[src/rtl/dsp48a1_pkg.sv]
// Shared definitions for the DSP48A1 post-adder multi-precision sequencer.
package dsp48a1_pkg;
    localparam int LIMB_W = 48;

    localparam logic ADD = 1'b0;
    localparam logic SUB = 1'b1;

    typedef enum logic [1:0] {
        IDLE,
        RUN,
        DONE
    } state_t;
endpackage

[src/rtl/post_addsub_seq_if.sv]
// Request/result handshake bundle for the multi-precision post-adder sequencer.
interface post_addsub_seq_if #(
    parameter int LIMBS = 2
);
    import dsp48a1_pkg::*;

    logic                      in_valid;
    logic                      in_ready;
    logic [LIMB_W*LIMBS-1:0]   a;
    logic [LIMB_W*LIMBS-1:0]   b;
    logic                      add_subb;
    logic                      carryin;
    logic                      out_valid;
    logic                      out_ready;
    logic [LIMB_W*LIMBS-1:0]   result;
    logic                      carryout;
    logic                      busy;

    modport master (
        output in_valid, a, b, add_subb, carryin, out_ready,
        input  in_ready, out_valid, result, carryout, busy
    );

    modport slave (
        input  in_valid, a, b, add_subb, carryin, out_ready,
        output in_ready, out_valid, result, carryout, busy
    );
endinterface

[src/rtl/post_addsub_seq_adder.sv]
// 48-bit post adder/subtractor; cout is carry for add and borrow for subtract.
module post_addsub_seq_adder
    import dsp48a1_pkg::*;
(
    input  logic [LIMB_W-1:0] a,
    input  logic [LIMB_W-1:0] b,
    input  logic              cin,
    input  logic              add_subb,
    output logic [LIMB_W-1:0] r,
    output logic              cout
);
    logic [LIMB_W:0] sum;

    // 49-bit arithmetic: in subtract mode bit 48 is set exactly on borrow
    always_comb begin
        if (add_subb == ADD)
            sum = {1'b0, b} + {1'b0, a} + {{LIMB_W{1'b0}}, cin};
        else
            sum = {1'b0, b} - {1'b0, a} - {{LIMB_W{1'b0}}, cin};
    end

    assign {cout, r} = sum;
endmodule

[src/rtl/post_addsub_seq.sv]
// Sequences a LIMBS x 48-bit add/subtract through one shared post adder, LSB limb first.
//   state | meaning
//   IDLE  | waiting for a request, in_ready high, last result held
//   RUN   | processing limb cnt, carry/borrow chained through c
//   DONE  | result and carryout presented until out_ready
module post_addsub_seq
    import dsp48a1_pkg::*;
#(
    parameter int LIMBS = 2
) (
    input  logic              clk,
    input  logic              rst,
    post_addsub_seq_if.slave  bus
);
    localparam int CNT_W = (LIMBS > 1) ? $clog2(LIMBS) : 1;
    localparam logic [CNT_W-1:0] LAST = CNT_W'(LIMBS - 1);

    state_t state, state_nxt;

    logic [CNT_W-1:0]              cnt;
    logic                          c;
    logic                          mode_q;
    logic                          cout_q;
    logic [LIMBS-1:0][LIMB_W-1:0]  a_q;
    logic [LIMBS-1:0][LIMB_W-1:0]  b_q;
    logic [LIMBS-1:0][LIMB_W-1:0]  res_q;
    logic [LIMB_W-1:0]             sum_r;
    logic                          sum_c;

    post_addsub_seq_adder u_adder (
        .a        (a_q[cnt]),
        .b        (b_q[cnt]),
        .cin      (c),
        .add_subb (mode_q),
        .r        (sum_r),
        .cout     (sum_c)
    );

    always_ff @(posedge clk or posedge rst) begin
        if (rst) state <= IDLE;
        else     state <= state_nxt;
    end

    always_comb begin
        state_nxt = state;
        case (state)
            IDLE:    if (bus.in_valid)  state_nxt = RUN;
            RUN:     if (cnt == LAST)   state_nxt = DONE;
            DONE:    if (bus.out_ready) state_nxt = IDLE;
            default: state_nxt = IDLE;
        endcase
    end

    // Results stay in place after DONE; a new operation overwrites them limb by limb
    always_ff @(posedge clk or posedge rst) begin
        if (rst) begin
            cnt    <= '0;
            c      <= 1'b0;
            mode_q <= 1'b0;
            cout_q <= 1'b0;
            a_q    <= '0;
            b_q    <= '0;
            res_q  <= '0;
        end else begin
            case (state)
                IDLE: begin
                    if (bus.in_valid) begin
                        a_q    <= bus.a;
                        b_q    <= bus.b;
                        mode_q <= bus.add_subb;
                        c      <= bus.carryin;
                        cnt    <= '0;
                    end
                end
                RUN: begin
                    res_q[cnt] <= sum_r;
                    c          <= sum_c;
                    cnt        <= cnt + 1'b1;
                    if (cnt == LAST) cout_q <= sum_c;
                end
                default: ;
            endcase
        end
    end

    assign bus.in_ready  = (state == IDLE);
    assign bus.out_valid = (state == DONE);
    assign bus.busy      = (state != IDLE);
    assign bus.result    = res_q;
    assign bus.carryout  = cout_q;
endmodule

[src/flat_wrapper.sv]
// flat-port wrapper written by rule: the top's interface ports become plain ports
module post_addsub_seq_flat import dsp48a1_pkg::*;
#(
    parameter int LIMBS = 2
)
  (clk, rst, bus_in_valid, bus_a, bus_b, bus_add_subb, bus_carryin, bus_out_ready, bus_in_ready, bus_out_valid, bus_result, bus_carryout, bus_busy);
  post_addsub_seq_if #(.LIMBS(LIMBS)) bus_i ();
  input  logic clk;
  input  logic rst;
  input wire logic [$bits(bus_i.in_valid)-1:0] bus_in_valid;
  input wire logic [$bits(bus_i.a)-1:0] bus_a;
  input wire logic [$bits(bus_i.b)-1:0] bus_b;
  input wire logic [$bits(bus_i.add_subb)-1:0] bus_add_subb;
  input wire logic [$bits(bus_i.carryin)-1:0] bus_carryin;
  input wire logic [$bits(bus_i.out_ready)-1:0] bus_out_ready;
  output wire logic [$bits(bus_i.in_ready)-1:0] bus_in_ready;
  output wire logic [$bits(bus_i.out_valid)-1:0] bus_out_valid;
  output wire logic [$bits(bus_i.result)-1:0] bus_result;
  output wire logic [$bits(bus_i.carryout)-1:0] bus_carryout;
  output wire logic [$bits(bus_i.busy)-1:0] bus_busy;
  assign bus_i.in_valid = bus_in_valid;
  assign bus_i.a = bus_a;
  assign bus_i.b = bus_b;
  assign bus_i.add_subb = bus_add_subb;
  assign bus_i.carryin = bus_carryin;
  assign bus_i.out_ready = bus_out_ready;
  assign bus_in_ready = bus_i.in_ready;
  assign bus_out_valid = bus_i.out_valid;
  assign bus_result = bus_i.result;
  assign bus_carryout = bus_i.carryout;
  assign bus_busy = bus_i.busy;
  post_addsub_seq #(.LIMBS(LIMBS)) u_core (.clk(clk), .rst(rst), .bus(bus_i));
endmodule
[config.mk]
export PLATFORM = sky130hd
export DESIGN_NAME = post_addsub_seq_flat
export DESIGN_NICKNAME = d
export VERILOG_FILES = /design/src/rtl/dsp48a1_pkg.sv /design/src/rtl/post_addsub_seq_if.sv /design/src/rtl/post_addsub_seq_adder.sv /design/src/rtl/post_addsub_seq.sv /design/src/flat_wrapper.sv
export SDC_FILE = /design/constraint.sdc
export NUM_CORES = 1
export LEC_CHECK = 0
export ABC_AREA = 1
export BUFFER_PORTS_ARGS = -buffer_cell sky130_fd_sc_hd__buf_2
export CORE_AREA = 5 5 258 260
export CTS_CLUSTER_DIAMETER = 100
export DETAILED_ROUTE_END_ITERATION = 16
export DIE_AREA = 0 0 263 265
export SYNTH_ARGS = -nofsm -noshare
export SYNTH_HDL_FRONTEND = slang
export SYNTH_SLANG_ARGS = --single-unit
[constraint.sdc]
create_clock -name clk -period 9.5 [get_ports clk]
set_input_delay 0.475 -clock clk [delete_from_list [all_inputs] [get_ports clk]]
set_output_delay 0.475 -clock clk [all_outputs]
set_load 0.05 [all_outputs]
==> results.md, run 1 <==
* #FFs+latches synth at slightly below 300
* Min Hold Slack at ~0.030 ns
* Worst Skew at 0.0171 ns
* Relative slew slack at 0.328
* Post-cts hold buffer count at 0
* Syn Area/Cell at ~6.2 um^2
* Synth Flop Type: dfrtp_1
* Beginning of the critical path: u_core.cnt$_DFFE_PP0P_
* Slew @ Worst Pin at just over 1 ns
* Worst min path class: primary input to asynchronous set/reset pin
* Sink Count at just under 300
* # nets final at just over 4,000
* Ports at 298
* Syn Nets at just under 4,000
* Fillcell total at 7,115
* Die Outline Area at about 70,000 um^2
* Dpl cell area at around 24,000 um^2
* Postcts setup bufs at 0
* EDFF count, synth at 0
* Worst reg2reg path depth at 19
* Most common cell after layout, fill and taps aside: nand2_1
* Synth area leader: dfrtp_1
* Drt wl/cell at between 15 and 20 um
* Commonest non-fill, non-tap cells in the layout: nand2_1, inv_1, buf_2
* CP Data Arrival Time at just over 5 ns
* CTS max path bufs at 3
* Setup TNS Final at 0 ns
* Row cnt at 93
* Fraction of the cycle the final worst path needs at 0.499
* Synthesis-to-layout area growth at 15.7%
* Crit-path max FO at around 50
* Post-DP HPWL at around 67 mm
* RSZ-0062 raised after global routing: false
* CTS Buf Count at 35
* Vias in the first global route at ~21,000
* Final setup fails at 0
* Initial antenna violation count at 1
* Crit. End Element: register
* Placer Congestion at about 1
* Async SR Flop Fraction at 1.00
* Final ANT Viol Nets at 0
* Max Clk Rate at about 210 MHz
* Status: finished, final reports clean
* Vias/cell at 4.71
* Cell chosen for the clock root: clkbuf_16
* Warnings, synthesis at 0
* Die width at approximately 260 um
* H-Tree Depth at 2
* Maximum capacitance violations at 0
* Layout cells sized above 1 at 0.121
* Antenna cells at 0
* Buffers on Ports at around 300
* Total wire length at approximately 82 mm
* Area contributors post-synth: dfrtp_1, nand2_1, inv_1, ha_1, nand3_1
* Synth cell types at between 40 and 50
* # DRC at 0
* Hold Vio Cnt, Final at 0
* Crit path required time at a little under 10 ns
* Mapped cell area at around 22,000 um^2
* Fin. max-slew vios at 0
* Gr usage total at 0.228
* Syn Inst Count at roughly 3,600
* Total gr overflow at 0
* First-pass GRT wire length at approximately 120 mm
* Worst-Skew Late Latency at roughly 0.55 ns
* Design area at 25,500 um^2
* Pin count of the biggest net entering global routing at between 150 and 200
* Routed vias at 22,100
* Final Critical Period at 4.74 ns
* Reg clk slew, reported paths at around 0.060 ns
* Share of the synthesized area in the top cell type at 0.333
* Register area share after synthesis at 0.333
* Initial Util at 0.346
* Initial DRC count at between 1,500 and 2,000
* Core region area at 63,900 um^2
* Worst setup path class: register to register
* Detailed Routing Iterations Pass 1 at 5
* Startpoint Class: register
* Post-cts gate resize count at 0
* Die Height at about 270 um
* Worst r2r src: u_core.cnt$_DFFE_PP0P_
* CTS tree: yes
-- layout make-up --
cell class,count,area [um^2],area share
multi-input combinational,2560,12000,0.470
tap,855,1070,0.0419
sequential,294,7360,0.288
clock inverter,12,156,0.00612
timing repair buffer,311,1590,0.0623
inverter,616,2330,0.0912
clock buffer,48,1030,0.0402
-- worst max-delay path: stages (launching register included) --
cell	delay, ns
dfrtp_4	0.71
buf_4	0.38
inv_4	0.27
or2_2	0.34
o21ai_0	0.26
inv_1	0.13
fa_1	0.38
inv_1	0.11
fa_1	0.40
nand3_1	0.14
nand3_2	0.20
nand2_1	0.09
nand2_2	0.13
nand2_1	0.08
a21oi_1	0.36
nor2_1	0.08
nand2_1	0.07
nand3_1	0.21
nand3_1	0.19
nand2_1	0.06
-- cells in the mapped netlist (all sizes together), types with 2 or more instances --
| cell | instances |
|---|---|
| ha | 139 |
| a21oi | 88 |
| dfrtp | 294 |
| fa | 4 |
| nor2 | 197 |
| and3 | 4 |
| and2 | 7 |
| clkinv | 3 |
| clkbuf | 63 |
| a22oi | 2 |
| o21ai | 175 |
| o21bai | 11 |
| nor3 | 23 |
| or2 | 6 |
| a21o | 8 |
| xor2 | 12 |
| nand3b | 6 |
| nand4 | 42 |
| nand3 | 166 |
| buf | 32 |
| nand2 | 1666 |
| inv | 613 |
-- final timing paths --
check,end,slack [ns]
max in group asynchronous,u_core.bus.result[46]$_DFFE_PP0P_,7.45
max,u_core.bus.result[32]$_DFFE_PP0P_,4.76
min in group clk,u_core.state[1]$_DFFE_PP0P_,0.11
min,u_core.a_q[57]$_DFFE_PP0P_,0.03
max reg2reg,u_core.bus.result[32]$_DFFE_PP0P_,4.76
min reg2reg,u_core.bus.result[49]$_DFFE_PP0P_,0.47
-- registers in the layout, indices dropped and copies added, names as in the netlist --
signal	count
u_core.a_q	96
u_core.b_q	96
u_core.bus.result	96
u_core.state	2
u_core.bus.carryout	1
u_core.c	1
u_core.cnt	1
u_core.mode_q	1
-- logic make-up after synthesis --
family                   synth area share
buffers and inverters               0.123
AO/OA/AOI/OAI                      0.0686
flip-flops                          0.333
AND/OR/NAND/NOR                     0.388
adder cells (fa/ha/maj)            0.0824
XOR/XNOR                          0.00476
-- through the flow --
| stage | setup WS [ns] | util | instances |
|---|---|---|---|
| final | 4.76 | 0.400 | 4696 |
| after global routing | 4.46 | 0.400 | 4696 |
| after CTS | 4.84 | 0.400 | 4696 |
| after detailed placement | 4.86 | 0.381 | 4636 |
| after global placement | 4.85 | 0.381 | 4636 |
| after floorplan | 0.906 | - | 3565 |
-- routing by layer --
| metal | routed length (um) | track usage |
|---|---|---|
| met2 | 35600 | 0.358 |
| met3 | 4500 | 0.0298 |
| met1 | 39400 | 0.332 |
| met5 | 7 | 0 |
| met4 | 2410 | 0.0619 |
Power of run 1 is not shown: default switching activity piles up to over one toggle a cycle in this logic, so the estimate is an artifact.
==> run 2: changes to the inputs <==
Clock period 9.5 ns to 4.34 ns, I/O delays scaled along.
==> run 2 against run 1 <==
  * Register-to-register slack worse by 4.5 ns
  * Fmax rose by 16%
  * Highest routed layer is now met4
  * First-iteration DRC count grew 18%
==> results.md, run 2 (synthesis gave the netlist of run 1 again) <==
* Status: finished, final reports clean (unchanged)
* Row cnt at 93 (unchanged)
* Die Height at 265 um (unchanged)
* Final setup fails at 0 (unchanged)
* Final ANT Viol Nets at 0 (unchanged)
* Detailed Routing Iterations Pass 1 at 6 (was 5)
* Startpoint Class: register (unchanged)
* CTS Buf Count at 34 (was 35)
* CTS tree: yes (unchanged)
* Most common cell after layout, fill and taps aside: nand2_1 (unchanged)
* CTS max path bufs at 3 (unchanged)
* Critical path's most frequent cell: nand2_1 (unchanged)
* Drt wl/cell at 17.6 um (was 17.4 um)
* Placer Congestion at 1.02 (was 1.00)
* Vias/cell at 4.78 (was 4.71)
* Design area at 27,800 um^2 (was 25,500 um^2)
* Worst reg2reg path depth at 18 (was 19)
* Sink Count at 294 (unchanged)
* Total gr overflow at 0 (unchanged)
* Crit path required time at 4.77 ns (was 9.93 ns)
* CP Data Arrival Time at 4.51 ns (was 5.17 ns)
* Fin. max-slew vios at 0 (unchanged)
* Post-DP HPWL at 68.8 mm (was 66.9 mm)
* Worst-Skew Late Latency at 0.54 ns (was 0.55 ns)
* Initial antenna violation count at 0 (was 1)
* Total wire length at 86.9 mm (was 81.9 mm)
* Synthesis-to-layout area growth at 26.1% (was 15.7%)
* Register Area at 7360 um^2 (unchanged)
* Initial Util at 0.346 (unchanged)
* Slew @ Worst Pin at 0.944 ns (was 1.01 ns)
* Worst setup path class: register to register (unchanged)
* Routed vias at 23,600 (was 22,100)
* Commonest non-fill, non-tap cells in the layout: nand2_1, inv_1, buf_2 (unchanged)
* Vias in the first global route at 22,600 (was 21,100)
* Ports at 298 (unchanged)
* First-pass GRT wire length at 132 mm (was 125 mm)
* Slowest-stage cell, CP: dfrtp_4 (unchanged)
* Reg clk slew, reported paths at 0.06 ns (about the same)
* Final Critical Period at 4.09 ns (was 4.74 ns)
* CP bufs+invs at 3 (was 4)
* Worst Skew at 0.00990 ns (was 0.0171 ns)
* Pin count of the biggest net entering global routing at 114 (was 153)
* H-Tree Depth at 2 (unchanged)
* Fillcell total at 6,793 (was 7,115)
* Core region area at 63,900 um^2 (unchanged)
* Crit-path max FO at 34 (was 51)
* Crit. End Element: register (unchanged)
* Number of cells on the worst hold path at 5
* Buffers on Ports at 297 (unchanged)
* Setup TNS Final at 0 ns (unchanged)
* Post-cts gate resize count at 0 (unchanged)
* Hold Vio Cnt, Final at 0 (unchanged)
* Multi-input logic area at 12,000 um^2 (unchanged)
* Maximum capacitance violations at 0 (unchanged)
* Layout cells sized above 1 at 0.124 (was 0.121)
* RSZ-0062 raised after global routing: false (unchanged)
* Max Clk Rate at 245 MHz (was 211 MHz)
* CP delay by family, top: simple AND/OR/NAND/NOR gates (unchanged)
* Layout Utilization at 0.436 (was 0.400)
* Fraction of the cycle the final worst path needs at 0.941 (was 0.499)
* Die Outline Area at 69,700 um^2 (unchanged)
* Crit path largest cell delay at 0.57 ns (was 0.71 ns)
* # DRC at 0 (unchanged)
* Worst min path class: primary input to register (was primary input to asynchronous set/reset pin)
* Worst-path cell chain: inv_4 > buf_4 > nand2_1 > nand2_1 > ha_1 > inv_1 > ha_1 > nand2_1 > nor2_1 > nand2_1 > nor3_2 > nand4_1 > nand3_1 > nand2_1 > nand3_1 > nand2_1 > nand2_1 > nand2_1 (was buf_4 > inv_4 > or2_2 > o21ai_0 > inv_1 > fa_1 > inv_1 > fa_1 > nand3_1 > nand3_2 > nand2_1 > nand2_2 > nand2_1 > a21oi_1 > nor2_1 > nand2_1 > nand3_1 > nand3_1 > nand2_1)
* Dpl cell area at 24,800 um^2 (was 24,400 um^2)
* Crit path depth at 18 (was 19)
* Die width at 263 um (unchanged)
* Cell chosen for the clock root: clkbuf_16 (unchanged)
* Relative slew slack at 0.370 (was 0.328)
* # nets final at 4,395 (was 4,159)
* Gr usage total at 0.240 (was 0.228)
* Postcts setup bufs at 0 (unchanged)
* Initial DRC count at 2,130 (was 1,802)
## run 2: changes by cell type in the layout (fill, tap and decap cells not counted)
cell,change
buf_12,+8
buf_4,+34
bufinv_16,-1
clkbuf_16,-1
diode_2,+1
clkinv_8,-1
clkbuf_8,-1
dlygate4sd3_1,+195
inv_8,-1
clkbuf_1,+3
clkinvlp_4,+1
## run 2: path summary, 6_finish.rpt
path | slack (ns) | start | to
worst max-delay path | 0.25 | u_core.cnt$_DFFE_PP0P_ | u_core.bus.result[86]$_DFFE_PP0P_
worst min-delay path | 0.04 | bus_carryin | u_core.c$_DFFE_PP0P_
worst max register to register | 0.25 | u_core.cnt$_DFFE_PP0P_ | u_core.bus.result[86]$_DFFE_PP0P_
worst min register to register | 0.47 | u_core.bus.result[49]$_DFFE_PP0P_ | u_core.bus.result[49]$_DFFE_PP0P_
max in group asynchronous | 2.84 | rst | u_core.bus.result[34]$_DFFE_PP0P_
min in group asynchronous | 0.38 | rst | u_core.a_q[50]$_DFFE_PP0P_
## run 2: worst min-delay path: cells and delay by family
family	cells	cell delay, ns
simple gates	4	0.26
buf+inv	1	0.08
## run 2: what timing repair did
action,in CTS,in global routing
hold endpoints to repair,224,0
hold buffers,195,0
endpoints found under the setup margin,0,0
## run 2: routing by layer
metal / wire [um] / vias to the layer above / track usage
li1: - / 11800 / -
met1: 39800 / 10800 / 0.338
met2: 38200 / 831 / 0.384
met3: 5210 / 171 / 0.0261
met4: 3630 / 0 / 0.0887
met5: 0 / - / 0
## run 2: per-stage QoR
| stage | worst slack [ns] | std cells | hold slack [ns] |
|---|---|---|---|
| floorplan | 0.220 | 3565 | 0.303 |
| global placement | 0.373 | 4678 | 0.399 |
| detailed placement | 0.353 | 4678 | 0.397 |
| CTS | 0.326 | 4932 | 0.00943 |
| global route | 0.0468 | 4932 | 0.0609 |
| finish | 0.254 | 4933 | 0.0448 |
## run 2: area by class of cell
type                            count  area share
Sequential cell                   294       0.264
Tap cell                          855      0.0384
Clock buffer                       49      0.0359
Multi-Input combinational cell   2560       0.432
Inverter                          616      0.0835
Antenna cell                        1   0.0000899
Timing Repair Buffer              548       0.142
Clock inverter                     10     0.00395
Power of run 2 is left out for the same reason.
